==> config.mk <==
export PLATFORM = sky130hd
export DESIGN_NAME = hazard_ctrl_unit
export DESIGN_NICKNAME = d
export VERILOG_FILES = /design/src/rtl/hazard_ctrl_unit_pkg.sv /design/src/rtl/hazard_ctrl_unit_sat_counter.sv /design/src/rtl/hazard_ctrl_unit.sv
export SDC_FILE = /design/constraint.sdc
export NUM_CORES = 1
export LEC_CHECK = 0
export CAP_MARGIN = 20
export CORE_MARGIN = 10
export CORE_UTILIZATION = 45
export CTS_CLUSTER_DIAMETER = 100
export DETAILED_ROUTE_END_ITERATION = 8
export PLACE_DENSITY_LB_ADDON = 0.05
export SLEW_MARGIN = 10
export SYNTH_ARGS = -nofsm -noshare
export SYNTH_HDL_FRONTEND = slang
export SYNTH_SLANG_ARGS = --single-unit
export TNS_END_PERCENT = 100
==> constraint.sdc <==
create_clock -name clk -period 3.45 [get_ports clk]
set_input_delay 0.345 -clock clk [delete_from_list [all_inputs] [get_ports clk]]
set_output_delay 0.345 -clock clk [all_outputs]
set_load 0.02 [all_outputs]
==> src/rtl/hazard_ctrl_unit_pkg.sv <==
// Shared definitions for the hazard control unit: FSM states, output-priority
// encoding and the decode from priority class to pipeline control bits.
package hazard_ctrl_unit_pkg;

    typedef enum logic {
        ST_RUN        = 1'b0,
        ST_LOAD_STALL = 1'b1
    } hz_state_e;

    // Lower code wins: branch flush beats a frozen EX, which beats a load stall.
    localparam logic [1:0] PRIO_BRANCH  = 2'd0;
    localparam logic [1:0] PRIO_MD_BUSY = 2'd1;
    localparam logic [1:0] PRIO_LOAD    = 2'd2;
    localparam logic [1:0] PRIO_NORMAL  = 2'd3;

    typedef struct packed {
        logic pc_write;
        logic if_id_write;
        logic id_ex_write;
        logic if_id_flush;
        logic id_ex_flush;
    } hz_ctrl_t;

    function automatic hz_ctrl_t prio_ctrl(input logic [1:0] prio);
        hz_ctrl_t c;
        case (prio)
            PRIO_BRANCH:  c = '{1'b1, 1'b1, 1'b1, 1'b1, 1'b1};
            PRIO_MD_BUSY: c = '{1'b0, 1'b0, 1'b0, 1'b0, 1'b0};
            PRIO_LOAD:    c = '{1'b0, 1'b0, 1'b1, 1'b0, 1'b1};
            PRIO_NORMAL:  c = '{1'b1, 1'b1, 1'b1, 1'b0, 1'b0};
            default:      c = '{1'b1, 1'b1, 1'b1, 1'b0, 1'b0};
        endcase
        return c;
    endfunction

endpackage

==> src/rtl/hazard_ctrl_unit_sat_counter.sv <==
// Saturating event counter with synchronous clear that overrides the
// same-cycle increment.
module hz_sat_counter #(
    parameter int W = 16
) (
    input  logic         clk,
    input  logic         rst,
    input  logic         inc,
    input  logic         clr,
    output logic [W-1:0] cnt
);

    localparam logic [W-1:0] CNT_MAX = {W{1'b1}};
    localparam logic [W-1:0] CNT_ONE = {{(W-1){1'b0}}, 1'b1};

    logic [W-1:0] cnt_r;

    // Count register: clear first, then increment unless already at the ceiling.
    always_ff @(posedge clk or posedge rst) begin
        if (rst) begin
            cnt_r <= '0;
        end else if (clr) begin
            cnt_r <= '0;
        end else if (inc && (cnt_r != CNT_MAX)) begin
            cnt_r <= cnt_r + CNT_ONE;
        end else begin
            cnt_r <= cnt_r;
        end
    end

    assign cnt = cnt_r;

endmodule

==> src/rtl/hazard_ctrl_unit.sv <==
// Pipeline hazard controller: load-use stalls, mul/div freeze and taken-branch
// flushes, plus saturating stall/flush performance counters.
module hazard_ctrl_unit
    import hazard_ctrl_unit_pkg::*;
#(
    parameter int REG_ADDR_W = 5,
    parameter int NUM_SRC    = 2,
    parameter int LOAD_LAT   = 1,
    parameter int CNT_W      = 16
) (
    input  logic                          clk,
    input  logic                          rst,
    input  logic [NUM_SRC*REG_ADDR_W-1:0] id_rs,
    input  logic [NUM_SRC-1:0]            id_rs_valid,
    input  logic [REG_ADDR_W-1:0]         ex_rd,
    input  logic                          ex_mem_read,
    input  logic                          ex_md_busy,
    input  logic                          ex_branch_taken,
    input  logic                          stat_clr,
    output logic                          pc_write,
    output logic                          if_id_write,
    output logic                          id_ex_write,
    output logic                          if_id_flush,
    output logic                          id_ex_flush,
    output logic [CNT_W-1:0]              stall_cnt,
    output logic [CNT_W-1:0]              flush_cnt
);

    localparam int LD_W = $clog2(LOAD_LAT) + 1;
    localparam logic [LD_W-1:0] LD_INIT = LD_W'(LOAD_LAT - 1);
    localparam logic [LD_W-1:0] LD_ONE  = LD_W'(1);

    hz_state_e       state_r, state_nx_s;
    logic [LD_W-1:0] ld_left_r, ld_left_nx_s;
    logic            src_match_s;
    logic            load_hit_s;
    logic [1:0]      prio_s;
    hz_ctrl_t        ctrl_s;

    // Any read source slot matching the EX destination.
    always_comb begin
        src_match_s = 1'b0;
        for (int i = 0; i < NUM_SRC; i++) begin
            if (id_rs_valid[i] && (id_rs[i*REG_ADDR_W +: REG_ADDR_W] == ex_rd)) begin
                src_match_s = 1'b1;
            end else begin
                src_match_s = src_match_s;
            end
        end
    end

    // x0 is never a real dependency; a hit is also ignored while reset is held.
    assign load_hit_s = !rst && ex_mem_read && (ex_rd != '0) && src_match_s;

    // Pick the winning output class for this cycle.
    always_comb begin
        if (ex_branch_taken) begin
            prio_s = PRIO_BRANCH;
        end else if (ex_md_busy) begin
            prio_s = PRIO_MD_BUSY;
        end else if ((state_r == ST_LOAD_STALL) || load_hit_s) begin
            prio_s = PRIO_LOAD;
        end else begin
            prio_s = PRIO_NORMAL;
        end
    end

    // Next-state and remaining-stall bookkeeping.
    always_comb begin
        state_nx_s   = state_r;
        ld_left_nx_s = ld_left_r;
        case (prio_s)
            PRIO_BRANCH: begin
                state_nx_s   = ST_RUN;
                ld_left_nx_s = '0;
            end
            PRIO_MD_BUSY: begin
                state_nx_s   = state_r;
                ld_left_nx_s = ld_left_r;
            end
            PRIO_LOAD: begin
                if (state_r == ST_LOAD_STALL) begin
                    // The hit cycle itself was stall #1, so leave on ld_left==1.
                    if (ld_left_r <= LD_ONE) begin
                        state_nx_s   = ST_RUN;
                        ld_left_nx_s = '0;
                    end else begin
                        state_nx_s   = ST_LOAD_STALL;
                        ld_left_nx_s = ld_left_r - LD_ONE;
                    end
                end else if (LOAD_LAT > 1) begin
                    state_nx_s   = ST_LOAD_STALL;
                    ld_left_nx_s = LD_INIT;
                end else begin
                    state_nx_s   = ST_RUN;
                    ld_left_nx_s = '0;
                end
            end
            default: begin
                state_nx_s   = ST_RUN;
                ld_left_nx_s = '0;
            end
        endcase
    end

    // FSM state and stall-countdown registers.
    always_ff @(posedge clk or posedge rst) begin
        if (rst) begin
            state_r   <= ST_RUN;
            ld_left_r <= '0;
        end else begin
            state_r   <= state_nx_s;
            ld_left_r <= ld_left_nx_s;
        end
    end

    assign ctrl_s      = prio_ctrl(prio_s);
    assign pc_write    = ctrl_s.pc_write;
    assign if_id_write = ctrl_s.if_id_write;
    assign id_ex_write = ctrl_s.id_ex_write;
    assign if_id_flush = ctrl_s.if_id_flush;
    assign id_ex_flush = ctrl_s.id_ex_flush;

    hz_sat_counter #(.W(CNT_W)) u_stall_cnt (
        .clk (clk),
        .rst (rst),
        .inc (!ctrl_s.pc_write),
        .clr (stat_clr),
        .cnt (stall_cnt)
    );

    hz_sat_counter #(.W(CNT_W)) u_flush_cnt (
        .clk (clk),
        .rst (rst),
        .inc (ctrl_s.if_id_flush),
        .clr (stat_clr),
        .cnt (flush_cnt)
    );

endmodule
======== After elaboration in Yosys (flattened, before gate mapping) ========
Index checks and enable logic that the tools add are counted.
word-level totals
  output and inout port bits .............. 37
  input bits .............................. 23
  latch bits .............................. 0
  logic and storage cells ................. 45
  bits in read-only memories .............. 0
  flip-flop bits (word level) ............. 34
  memories ................................ 0
  bits in writable memories ............... 0
cells by class
  $mul .................................... 0
  bitwise logic cells ..................... 0
  add/subtract/negate cells ............... 3
  equality and inequality tests ........... 7
  div/mod/pow operators ................... 0
  reduce and logical (&&, ||, !) cells .... 14
  magnitude comparators ................... 1
  mux-type cells .......................... 16
  shifts and indexed selects .............. 0
operators by type and width
  kind                                                                   count
  16-bit 2-to-1 mux                                                      4
  16-bit by 1-bit adder with 16-bit output, second input constant        2
  16-bit inequality test, second input constant                          2
  5-bit case mux with 4 select lines                                     1
  5-bit equality test                                                    2
  1-bit logical AND                                                      7
  1-bit 2-to-1 mux                                                       7
  5-bit nonzero test                                                     1
  2-bit equality test, second input constant                             2
  2-bit 2-to-1 mux                                                       2
  1-bit case mux with 2 select lines                                     2
  2-bit nonzero test                                                     2
  2-bit by 1-bit equality test with 1-bit output, second input constant  1
  1-bit zero test                                                        2
  2-bit zero test                                                        1
  1-bit <= comparator, second input constant                             1
  1-bit logical OR                                                       1
  1-bit subtractor, second input constant                                1

======== Longest topological paths before layout ========
Gate-level depths: netlist (run 1).
  depth after elaboration ................. 15
  gate-level depth with buffers ........... 11
  depth with buffers taken out ............ 11

======== Cells and area by module ========
A second synthesis (run 1) with hierarchy kept.
second synthesis, totals
  cell total of the unflattened synthesis .. 226
  area total of the unflattened synthesis .. 2,067.0 µm²
by module, submodules not included
  module            area an instance (µm²)  cells an instance  seq. area each (µm²)  instances
  hz_sat_counter    932.1                   101                400.4                 2
  hazard_ctrl_unit  202.7                   24                 0.0                   1

======== Worst setup path after synthesis (run 1) ========
No wires, ideal clock.
  kind .................................... in2reg
  from .................................... in ex_rd[2]
  to ...................................... reg u_flush_cnt.cnt_r[15], in the netlist u_flush_cnt.cnt[15]
  path buffers ............................ 0
  required time ........................... 3,318 ps
  path slack .............................. 956 ps
  stages .................................. 11
  arrival ................................. 2,362 ps
  cell sequence ........................... xor2_1 > nor4_1 > and3_1 > a31oi_1 > o21bai_1 > ha_1 > nand4_1 > nor3_1 > nand4_1 > mux2i_1 > nor2_1
between the ends
  longest elaborated chain between the ends .. 13
RTL lines
  element                                            RTL line                            source
  start: declaration                                 hazard_ctrl_unit.sv:15              input logic [REG_ADDR_W-1:0] ex_rd,
  5-bit equality test                                hazard_ctrl_unit.sv:44              if (id_rs_valid[i] && (id_rs[i*REG_ADDR_W +: REG_ADDR_W] == ex_rd)) begin
  1-bit logical AND                                  hazard_ctrl_unit.sv:44
  1-bit 2-to-1 mux (2 in a row)                      hazard_ctrl_unit.sv:44
  1-bit logical AND (*)                              hazard_ctrl_unit.sv:53              assign load_hit_s = !rst && ex_mem_read && (ex_rd != '0) && src_match_s;
  1-bit logical OR (*)                               hazard_ctrl_unit.sv:61              end else if ((state_r == ST_LOAD_STALL) || load_hit_s) begin
  1-bit 2-to-1 mux (*)                               hazard_ctrl_unit.sv:61
  2-bit 2-to-1 mux (*)                               hazard_ctrl_unit.sv:59              end else if (ex_md_busy) begin
  2-bit 2-to-1 mux (*)                               hazard_ctrl_unit.sv:57              if (ex_branch_taken) begin
  2-bit equality test, or another cell as far along  hazard_ctrl_unit_pkg.sv:26          case (prio)
  5-bit case mux with 4 select lines (*)             hazard_ctrl_unit_pkg.sv:26
  net if_id_flush                                    hazard_ctrl_unit.sv:23              output logic if_id_flush,
  1-bit logical AND (*)                              hazard_ctrl_unit_sat_counter.sv:24  end else if (inc && (cnt_r != CNT_MAX)) begin
  2-bit nonzero test (no source line) (*)            n/a
  end signal: assignment                             hazard_ctrl_unit_sat_counter.sv:25  cnt_r <= cnt_r + CNT_ONE;
  end signal: assignment                             hazard_ctrl_unit_sat_counter.sv:27  cnt_r <= cnt_r;
  end: declaration                                   hazard_ctrl_unit_sat_counter.sv:16  logic [W-1:0] cnt_r;
The timed path passes the listed nets; every way through them passes the cells marked *.
A chain may end at the register's enable or synchronous reset.

======== Final worst setup path (run 1) ========
  from .................................... in ex_rd[0]
  to ...................................... out pc_write
between the ends
  longest elaborated chain between the ends .. 11
RTL lines
  element                                            RTL line                    source
  5-bit equality test                                hazard_ctrl_unit.sv:44
  1-bit logical AND                                  hazard_ctrl_unit.sv:44
  1-bit 2-to-1 mux (2 in a row)                      hazard_ctrl_unit.sv:44
  1-bit logical AND (*)                              hazard_ctrl_unit.sv:53
  1-bit logical OR (*)                               hazard_ctrl_unit.sv:61
  1-bit 2-to-1 mux (*)                               hazard_ctrl_unit.sv:61
  2-bit 2-to-1 mux (*)                               hazard_ctrl_unit.sv:59
  2-bit 2-to-1 mux (*)                               hazard_ctrl_unit.sv:57
  2-bit equality test, or another cell as far along  hazard_ctrl_unit_pkg.sv:26
  5-bit case mux with 4 select lines (*)             hazard_ctrl_unit_pkg.sv:26
  end: declaration                                   hazard_ctrl_unit.sv:20      output logic pc_write,
Mark *: on every way between the ends. The rest lies on a longest branch, timed or not.

==> metrics, run 1 <==
Sequential Area around 800 µm²; row count 23; routability congestion estimate from global placement 0.806; overall fraction of global-route tracks in use between 10% and 20%; vias per std cell 5.38; setup repair after global routing missed its margin no; aggregate global routing overflow 0; maximum fanout count along the critical path 6; initial antenna violation count 0; endpoint type of the worst setup path primary output; area taken by multi-input logic gates 1040 µm²; post-CTS setup buffer count 0; register-to-register setup slack around 1.5 ns; floorplan core area between 4000 and 5000 µm²; master cell of the clock root buffer clkbuf_8; sequential share of the synthesized area 42.7%; Critical Path AT between 2 and 3 ns; die outline width 84.6 µm; number of resized instances in the post-cts repair step 0; vias in the first global route 1799; gate count of the mapped netlist about 200; number of optimization iterations in the first detailed-route pass 4; number of hold violations in the final report 0; Max Root-Sink Buffers 2; reg-to-reg critical path startpoint u_stall_cnt.cnt[0]$_DFFE_PP0P_; number of maximum-capacitance violations 0; setup total negative slack 0 ns; Reg-to-Reg End u_stall_cnt.cnt[6]$_DFFE_PP0P_; post-route clock period utilization between 90% and 100%; DRC violations left 0; clock buffers created by TritonCTS 5; HPWL after DPL about 3.6 mm; Die Y 84.6 µm; first-iteration detailed-routing DRC count 92; synthesized area per cell 9.28 µm²; post-detailed-route wirelength per cell 15.4 µm; first-pass GRT wire length 8.55 mm; synthesized net count between 200 and 250; cell area after layout about 2600 µm²; power per standard cell area 329 nW/µm²; largest net degree at the start of global routing 33; Ys Warns 0; Via Count 1707; ports placed on the boundary 60; Sink Count 32; synthesized cell area approximately 1900 µm²; final slew viol count 0; kind of launch point of the worst setup path input pin; placement-stage worst setup slack 0.185 ns; data required time at the worst endpoint approximately 3.1 ns; Final setup viols 0; later-pin clock latency in the skew report 0.29 ns; remaining number of nets flagged by the antenna check after routing 0; Seq cells post-synth 32; Initial Utilization 46.6%; fraction of final layout cells with drive strength greater than 1 7.49%; Final Net Count 292; CTS tree built; signed area change from the synthesized netlist to the final layout 40.6%; total of hold buffers inserted after clock tree synthesis 0; number of fill cells in the layout 353; Final Skew 0.00997 ns; Diodes inserted 0; worst slew pin tran 0.858 ns; H-tree levels 2; length in cells of the worst reg-to-reg path 6; wire length after detailed routing 4.89 mm; post-route worst hold slack ~0.49 ns; top achievable clock speed 0.315 GHz; classification of the worst-slack hold path input pin to asynchronous set/reset pin; post-CTS clock slew at the launch and capture registers of the worst setup and hold paths 0.07 ns; status completed; Die Outline Area about 7200 µm²; relative slew slack 42.6%; LEAKAGE 1.04 nW; area post-placement approximately 2500 µm²; final worst slack 0.272 ns; input/output buffers a little under 60; number of library cell types mapped by synthesis 36; time the final worst path needs with I/O delays and setup 3.18 ns; post-layout util 65.4%; classification of the worst setup path input pin to primary output; worst ir drop on vdd 267 µV
==> cell usage after synthesis <==
| master | n | area [µm²] |
|---|---|---|
| a21oi_1 | 4 | 20.0 |
| a311oi_1 | 1 | 8.76 |
| a31oi_1 | 3 | 18.8 |
| and2_1 | 1 | 6.26 |
| and3_1 | 6 | 37.5 |
| and4_1 | 1 | 8.76 |
| buf_4 | 1 | 7.51 |
| clkbuf_1 | 4 | 15.0 |
| dfrtp_1 | 32 | 801 |
| ha_1 | 3 | 37.5 |
| inv_1 | 4 | 15.0 |
| mux2i_1 | 2 | 20.0 |
| nand2_1 | 9 | 33.8 |
| nand2_2 | 1 | 6.26 |
| nand2b_1 | 1 | 6.26 |
| nand3_1 | 15 | 75.1 |
| nand3_2 | 1 | 10.0 |
| nand4_1 | 12 | 75.1 |
| nand4_2 | 1 | 12.5 |
| nor2_1 | 33 | 124 |
| nor3_1 | 9 | 45.0 |
| nor3_2 | 1 | 10.0 |
| nor4_1 | 8 | 50.1 |
| nor4_2 | 1 | 12.5 |
| nor4b_2 | 1 | 15.0 |
| o211ai_1 | 1 | 7.51 |
| o21ai_0 | 2 | 10.0 |
| o21ai_4 | 1 | 16.3 |
| o21bai_1 | 2 | 15.0 |
| or2_2 | 1 | 6.26 |
| or3_1 | 2 | 12.5 |
| or3_4 | 1 | 11.3 |
| or4_1 | 1 | 7.51 |
| or4_4 | 1 | 11.3 |
| xnor2_1 | 14 | 123 |
| xor2_1 | 21 | 184 |
==> sequential cells by signal, summed over array words and instances (netlist names) <==
name,flops
u_flush_cnt.cnt,16
u_stall_cnt.cnt,16
==> cells by family (layout without fill, tap and decap cells) <==
logic type               after synthesis  count (layout)  share of synthesized area, %
XOR/XNOR                              35              35                          16.3
AND/OR/NAND/NOR                      107             107                          30.8
adder cells (fa/ha/maj)                3               3                          2.00
multiplexers                           2               2                          1.07
flip-flops                            32              32                          42.7
AO/OA/AOI/OAI                         14              14                          5.14
buffers and inverters                  9              74                          2.00
==> power by group <==
part           switching (W)  internal [W]  leakage (nW)
sequential        0.00000863      0.000381         0.445
clock               0.000144      0.000214        0.0552
combinational      0.0000580     0.0000599         0.540
==> worst max-delay path: stages <==
cell             delay, ns
clkdlybuf4s50_1       0.46
or4_1                 0.55
o211ai_1              0.22
o21bai_1              0.09
ha_1                  0.35
inv_1                 0.18
clkdlybuf4s50_1       0.64
==> area by class of cell <==
type | count | area share, %
clock buffers | 6 | 2.75
clock inverters | 2 | 1.33
repair buffers | 62 | 23.3
well taps | 50 | 2.37
multi-input cells | 161 | 39.3
flip-flops and latches | 32 | 30.4
inverters | 4 | 0.570
==> stage by stage <==
| stage | cells | total power (W) |
|---|---|---|
| 6_report | 317 | 0.000866 |
| 3_3_place_gp | 309 | 0.000516 |
| 3_5_place_dp | 309 | 0.000517 |
| 5_1_grt | 317 | 0.000907 |
| 2_1_floorplan | 202 | 0.000453 |
| 4_1_cts | 317 | 0.000878 |
==> placed cells by master (no fill, tap or decap), types with 2 or more instances in the layout <==
cell / n
buf_4: 3
clkdlybuf4s50_1: 59
and3_1: 6
nor4_1: 8
o21ai_0: 2
inv_1: 4
nor3_1: 9
clkbuf_8: 5
nand2_1: 9
xnor2_1: 14
ha_1: 3
a31oi_1: 3
xor2_1: 21
o21bai_1: 2
mux2i_1: 2
nor2_1: 33
nand3_1: 15
or3_1: 2
a21oi_1: 4
dfrtp_1: 32
nand4_1: 12
==> worst max path at each step <==
| stage | startpoint | end | cells past startpoint |
|---|---|---|---|
| finish | ex_rd[0] | pc_write | 7 |
| detailed placement | ex_rd[2] | u_flush_cnt.cnt[15]$_DFFE_PP0P_ | 12 |
| global route | ex_rd[0] | if_id_write | 7 |
| floorplan | ex_rd[2] | u_flush_cnt.cnt[15]$_DFFE_PP0P_ | 11 |
| CTS | ex_rd[0] | if_id_write | 7 |
| global placement | ex_rd[2] | u_flush_cnt.cnt[15]$_DFFE_PP0P_ | 12 |
==> per-layer routing <==
metal | global-route usage [%] | part of all wire [%]
met1 | 15.5 | 41
met2 | 24.0 | 49
met3 | 6.18 | 8.0
met4 | 4.49 | 1.2
met5 | 0 | 0
Power figures use the tool's default switching activity.
==> run 2: changes to the inputs <==
Settings changed: CORE_MARGIN 10 to 2.
==> run 2 against run 1 <==
Against the previous run: via count fell by 0.70%; maximum frequency fell by 0.22%; clock-buffer cell count fell by 1; power fell by 8.4%; first-iteration DRC count rose by 23%; critical path depth did not move; global-route usage rose by 5.5 points; sequential cell count did not move; sequential share of layout area rose by 0.23 points.
==> metrics, run 2 (same netlist as run 1, synthesis figures left out) <==
status completed; most numerous cell on the critical path clkdlybuf4s50_1; most frequent standard cell in the layout excluding fill and tap cells clkdlybuf4s50_1; classification of the worst setup path input pin to primary output; first-pass GRT wire length 6.97 mm (-18%); master cell of the clock root buffer clkbuf_8; endpoint type of the worst setup path primary output; cell area after layout 2620 µm² (-0.76%); classification of the worst-slack hold path input pin to asynchronous set/reset pin; time the final worst path needs with I/O delays and setup 3.19 ns (+0.00691 ns); Slowest-stage cell, CP clkdlybuf4s50_1; part of the power in the clock network 36.0% (-5.4 points); Sink Count 32 (unchanged); Die Outline Area 4700 µm² (-34%); routability congestion estimate from global placement 0.804 (-0.30%); number of hold violations in the final report 0 (unchanged); vias in the first global route 1562 (-13%); register-to-register setup slack 1.48 ns (-0.03 ns); number of resized instances in the post-cts repair step 0 (unchanged); floorplan core area 4000 µm² (-0.71%); post-CTS clock slew at the launch and capture registers of the worst setup and hold paths 0.08 ns (about the same); Initial Utilization 46.9% (+0.33 points); relative slew slack 56.6% (+14 points); post-detailed-route wirelength per cell 13.5 µm (-12%); row count 23 (unchanged); Critical Path AT 2.84 ns (about the same); area post-placement 2530 µm² (unchanged); delay of the slowest critical-path stage 0.63 ns (about the same); final slew viol count 0 (unchanged); H-tree levels 2 (unchanged); Max Root-Sink Buffers 2 (unchanged); ports placed on the boundary 60 (unchanged); Die Y 68.6 µm (-19%); worst slew pin tran 0.649 ns (-0.209 ns); input/output buffers 59 (unchanged); DRC violations left 0 (unchanged); worst ir drop on vdd 191 µV (-29%); aggregate global routing overflow 0 (unchanged); CP Buf/Inv Count 3 (unchanged); setup total negative slack 0 ns (unchanged); fraction of final layout cells with drive strength greater than 1 7.87% (+0.37 points); part of the power in registers 49.1% (+4.1 points); number of maximum-capacitance violations 0 (unchanged); clock buffers created by TritonCTS 5 (unchanged); maximum fanout count along the critical path 6 (unchanged); Diodes inserted 0 (unchanged); initial antenna violation count 0 (unchanged); number of optimization iterations in the first detailed-route pass 4 (unchanged); CTS tree built; Final setup viols 0 (unchanged); wire length after detailed routing 4.29 mm (-12%); total of hold buffers inserted after clock tree synthesis 0 (unchanged); later-pin clock latency in the skew report 0.29 ns (about the same); data required time at the worst endpoint 3.11 ns (about the same); signed area change from the synthesized netlist to the final layout 39.5%; post-route clock period utilization 92.3% (+0.20 points); kind of cell with the highest combined delay on the critical path buffers and inverters; setup repair after global routing missed its margin no; power per standard cell area 303 nW/µm² (-7.7%); commonest cells after routing, fill and taps aside clkdlybuf4s50_1, nor2_1, dfrtp_1, xor2_1, nand3_1; Via Count 1695 (-0.70%); portion of total power attributed to combinational logic 14.9% (+1.3 points); first-iteration detailed-routing DRC count 113 (+23%); remaining number of nets flagged by the antenna check after routing 0 (unchanged); Final Net Count 292 (unchanged); top achievable clock speed 0.314 GHz (-0.22%); Final Skew 0.0110 ns (+0.00104 ns); internal power summed over all cells 0.000581 W (-11%); overall fraction of global-route tracks in use 19.6% (+5.5 points); vias per std cell 5.35 (-0.70%); proportion of total power due to net switching 26.7% (+2.4 points); die outline width 68.6 µm (-19%); critical path, cell by cell clkdlybuf4s50_1 > or4_1 > o211ai_1 > o21bai_1 > ha_1 > inv_1 > clkdlybuf4s50_1; power spent charging and discharging nets 0.000212 W (+0.46%); kind of launch point of the worst setup path input pin; post-CTS setup buffer count 0 (unchanged); largest net degree at the start of global routing 18 (-45%); LEAKAGE 1.03 nW (-0.70%); HPWL after DPL 3.13 mm (-14%)
-- run 2: changes by cell type in the layout (fill, tap and decap cells not counted) --
cell | before | now
bufinv_16 | 1 | 0
clkbuf_1 | 1 | 0
clkinv_2 | 1 | 2
clkinv_4 | 0 | 1
-- run 2: final cells by class --
cell class | instances | area [µm²]
repair buffers | 62 | 613
flip-flops and latches | 32 | 801
inverters | 4 | 15.0
clock inverters | 3 | 18.8
clock buffers | 5 | 68.8
fillers | 339 | 1380
multi-input cells | 161 | 1040
well taps | 50 | 62.6
-- run 2: path summary, 6_finish.rpt --
| check | start | cells after the start | end |
|---|---|---|---|
| worst max register to register | u_stall_cnt.cnt[0]$_DFFE_PP0P_ | 6 | u_stall_cnt.cnt[6]$_DFFE_PP0P_ |
| min in group clk | u_stall_cnt.cnt[15]$_DFFE_PP0P_ | 2 | u_stall_cnt.cnt[15]$_DFFE_PP0P_ |
| max in group asynchronous | rst | 3 | u_stall_cnt.cnt[2]$_DFFE_PP0P_ |
| worst max-delay path | ex_rd[0] | 7 | if_id_write |
| worst min-delay path | rst | 2 | u_flush_cnt.cnt[5]$_DFFE_PP0P_ |
| worst min register to register | u_stall_cnt.cnt[15]$_DFFE_PP0P_ | 2 | u_stall_cnt.cnt[15]$_DFFE_PP0P_ |
-- run 2: layer usage --
layer / vias up / global-route usage, % / part of all wire, %
met1: 809 / 24.6 / 47
met3: 2 / 4.87 / 4.3
met5: - / 0 / 0
li1: 846 / - / -
met2: 38 / 33.3 / 48
met4: 0 / 6.00 / 0.40
-- run 2: power groups by stage --
stage	clock network, W	logic [W]	registers (W)
2_1_floorplan	0	0.0000509	0.000402
3_3_place_gp	0	0.000118	0.000397
3_5_place_dp	0	0.000119	0.000397
4_1_cts	0.000297	0.000119	0.000389
5_1_grt	0.000314	0.000128	0.000391
6_report	0.000286	0.000118	0.000390
-- run 2: worst register-to-register path, stage by stage (launching register included) --
cell	delay, ns
dfrtp_1	0.44
ha_1	0.23
nand3_2	0.19
nor4_1	0.61
nor3_1	0.14
xnor2_1	0.17
nor2_1	0.06
-- run 2: stage by stage --
stage               cells  total power, W  hold WS [ns]  worst slack [ns]  utilization (%)
detailed placement    309        0.000515         0.562             0.238             63.2
global placement      309        0.000515         0.556             0.213             63.2
floorplan             202        0.000453         0.408             0.956                -
global route          317        0.000833         0.531             0.128             65.4
finish                317        0.000793         0.465             0.265             65.4
CTS                   317        0.000805         0.484             0.252             65.4
==> run 3: changes to the inputs <==
Settings changed: ABC_AREA from default to 1.
==> run 3 against run 2 <==
Against the previous run: power increased by 11%; clock-buffer cell count increased by 1; sequential power is essentially flat; critical endpoint is now pc_write; largest cell class unchanged.
==> metrics, run 3 <==
critical path, cell by cell clkdlybuf4s50_1 > nor3_1 > nand3_1 > nand4_1 > inv_1 > nand2_1 > nand2_1 > ha_1 > inv_1 > clkdlybuf4s50_1; floorplan core area 4790 µm² (+20%); Die Outline Area 5630 µm² (+20%); row count 25 (+8.7%); Seq cells post-synth 32 (unchanged); largest net degree at the start of global routing 33 (+15); routability congestion estimate from global placement 0.871 (+8.4%); number of standard cells in the layout, taps in and fillers out 471 (+49%); worst slew pin tran 0.604 ns (-0.0453 ns); master cell of the clock root buffer clkbuf_8; gate count of the mapped netlist 342 (+69%); LEAKAGE 1.42 nW (+38%); number of resized instances in the post-cts repair step 0 (unchanged); delay of the slowest critical-path stage 0.62 ns (about the same); first-pass GRT wire length 9.90 mm (+42%); post-route worst hold slack 0.497 ns (+0.0321 ns); most frequent standard cell in the layout excluding fill and tap cells nand2_1; Final setup viols 0 (unchanged); overall power of the completed layout 0.000883 W (+11%); Max Root-Sink Buffers 2 (unchanged); Critical Path AT 2.44 ns (-0.40 ns); time the final worst path needs with I/O delays and setup 2.79 ns (-0.398 ns); total of hold buffers inserted after clock tree synthesis 0 (unchanged); H-tree levels 2 (unchanged); Slowest-stage cell, CP clkdlybuf4s50_1; aggregate global routing overflow 0 (unchanged); status completed; number of fill cells in the layout 444 (+31%); ports placed on the boundary 60 (unchanged); number of optimization iterations in the first detailed-route pass 5 (+1); top achievable clock speed 0.359 GHz (+14%); Diodes inserted 0 (unchanged); CTS tree built; worst ir drop on vdd 192 µV (+0.62%); overall fraction of global-route tracks in use 22.6% (+2.9 points); Final Net Count 429 (+47%); post-CTS clock slew at the launch and capture registers of the worst setup and hold paths 0.08 ns (about the same); later-pin clock latency in the skew report 0.29 ns (about the same); number of hold violations in the final report 0 (unchanged); post-route clock period utilization 80.8% (-12 points); final slew viol count 0 (unchanged); commonest cells after routing, fill and taps aside nand2_1, clkdlybuf4s50_1, nor2_1, dfrtp_1, inv_1; number of enable flip-flop cells after synthesis 0 (unchanged); input/output buffers 59 (unchanged); Sink Count 32 (unchanged); post-CTS setup buffer count 0 (unchanged); Via Count 2368 (+40%); Die Y 75 µm (+9.4%); proportion of register bits with asynchronous set or reset after synthesis 100% (unchanged); first-iteration detailed-routing DRC count 106 (-6.2%); fraction of final layout cells with drive strength greater than 1 6.19% (-1.7 points); wire length after detailed routing 5.95 mm (+39%); setup repair after global routing missed its margin no; endpoint type of the worst setup path primary output; vias per std cell 5.03 (-6.0%); data required time at the worst endpoint 3.11 ns (about the same); sequential share of the synthesized area 35.3% (-7.4 points); Most used DFF post-synth dfrtp_1; number of library cell types mapped by synthesis 25 (-31%); cell types with the highest counts after synthesis nand2_1, nor2_1, dfrtp_1; synthesized area per cell 6.63 µm² (-29%); classification of the worst-slack hold path input pin to asynchronous set/reset pin; ranking of synthesized cells by area dfrtp_1, nand2_1, nor2_1, nand4_1, nand3_1; synthesized cell area 2270 µm² (+21%); HPWL after DPL 4.25 mm (+36%); classification of the worst setup path input pin to primary output; Cells after DPL 463 (+50%); maximum fanout count along the critical path 5 (-1); Ys Warns 0 (unchanged); cell area after layout 3020 µm² (+15%); remaining number of nets flagged by the antenna check after routing 0 (unchanged); die outline width 75 µm (+9.4%); power per standard cell area 292 nW/µm² (-3.6%); Final Skew 0.00851 ns (-0.00250 ns); kind of launch point of the worst setup path input pin; relative slew slack 59.6% (+3.0 points); signed area change from the synthesized netlist to the final layout 33.2%; vias in the first global route 2202 (+41%); most used standard cell by instance count after synthesis nand2_1; biggest area consumer among synthesized cells dfrtp_1; initial antenna violation count 0 (unchanged); clock buffers created by TritonCTS 5 (unchanged); setup total negative slack 0 ns (unchanged); area share of the largest cell type after synthesis 35.3% (-7.4 points); area post-placement 2910 µm² (+15%); number of maximum-capacitance violations 0 (unchanged); synthesized net count 368 (+61%); Initial Utilization 47.4% (+0.51 points); post-detailed-route wirelength per cell 12.6 µm (-6.7%); DRC violations left 0 (unchanged)
## run 3: worst paths after layout
path	start	to	slack, ns	cells past startpoint
setup / recovery	ex_rd[3]	pc_write	0.66	10
hold / removal	rst	u_flush_cnt.cnt[14]$_DFFE_PP0P_	0.50	3
setup reg to reg	u_stall_cnt.cnt[0]$_DFFE_PP0P_	u_stall_cnt.cnt[2]$_DFFE_PP0P_	1.40	9
hold reg to reg	u_flush_cnt.cnt[1]$_DFFE_PP0P_	u_flush_cnt.cnt[1]$_DFFE_PP0P_	0.56	2
max in group asynchronous	rst	u_flush_cnt.cnt[5]$_DFFE_PP0P_	2.63	3
min in group clk	u_flush_cnt.cnt[1]$_DFFE_PP0P_	u_flush_cnt.cnt[1]$_DFFE_PP0P_	0.56	2
## run 3: worst max-delay path, delay by kind of cell
kind	cells	cell delay, ns
buffers and inverters	4	1.25
AND/OR/NAND/NOR	5	0.54
adder cells (fa/ha/maj)	1	0.31
## run 3: area by class of cell
| type | instances | area [µm²] | area share (%) |
|---|---|---|---|
| timing repair buffer | 62 | 613 | 20.3 |
| tap | 67 | 83.8 | 2.77 |
| multi-input combinational | 269 | 1290 | 42.8 |
| clock buffer | 6 | 72.6 | 2.40 |
| clock inverter | 2 | 35.0 | 1.16 |
| inverter | 33 | 124 | 4.10 |
| sequential | 32 | 801 | 26.5 |
## run 3: metrics by stage
stage | worst slack [ns] | utilization [%]
after floorplan | 1.06 | -
after global placement | 0.715 | 60.9
final | 0.663 | 63.1
after global routing | 0.525 | 63.1
after detailed placement | 0.656 | 60.9
after CTS | 0.674 | 63.1
## run 3: per-layer routing
layer,track usage [%],vias to the layer above,part of all wire (%)
met1,32.1,1078,48
li1,-,1216,-
met5,0,-,0
met2,34.9,67,45
met4,7.94,0,1.1
met3,3.48,7,5.6
## run 3: kinds of logic (layout without fill, tap and decap cells)
kind of cell	Yosys count	count (layout)	synth area share, %
XOR/XNOR	13	13	5.02
AO/OA/AOI/OAI	12	12	3.25
flip-flops	32	32	35.3
buffers and inverters	41	103	7.72
AND/OR/NAND/NOR	241	241	47.0
adder cells (fa/ha/maj)	3	3	1.65
## run 3: power breakdown
| group | switching [W] | internal [W] |
|---|---|---|
| logic | 0.0000753 | 0.0000577 |
| clock network | 0.000149 | 0.000214 |
| registers | 0.00000705 | 0.000380 |
| total | 0.000231 | 0.000652 |
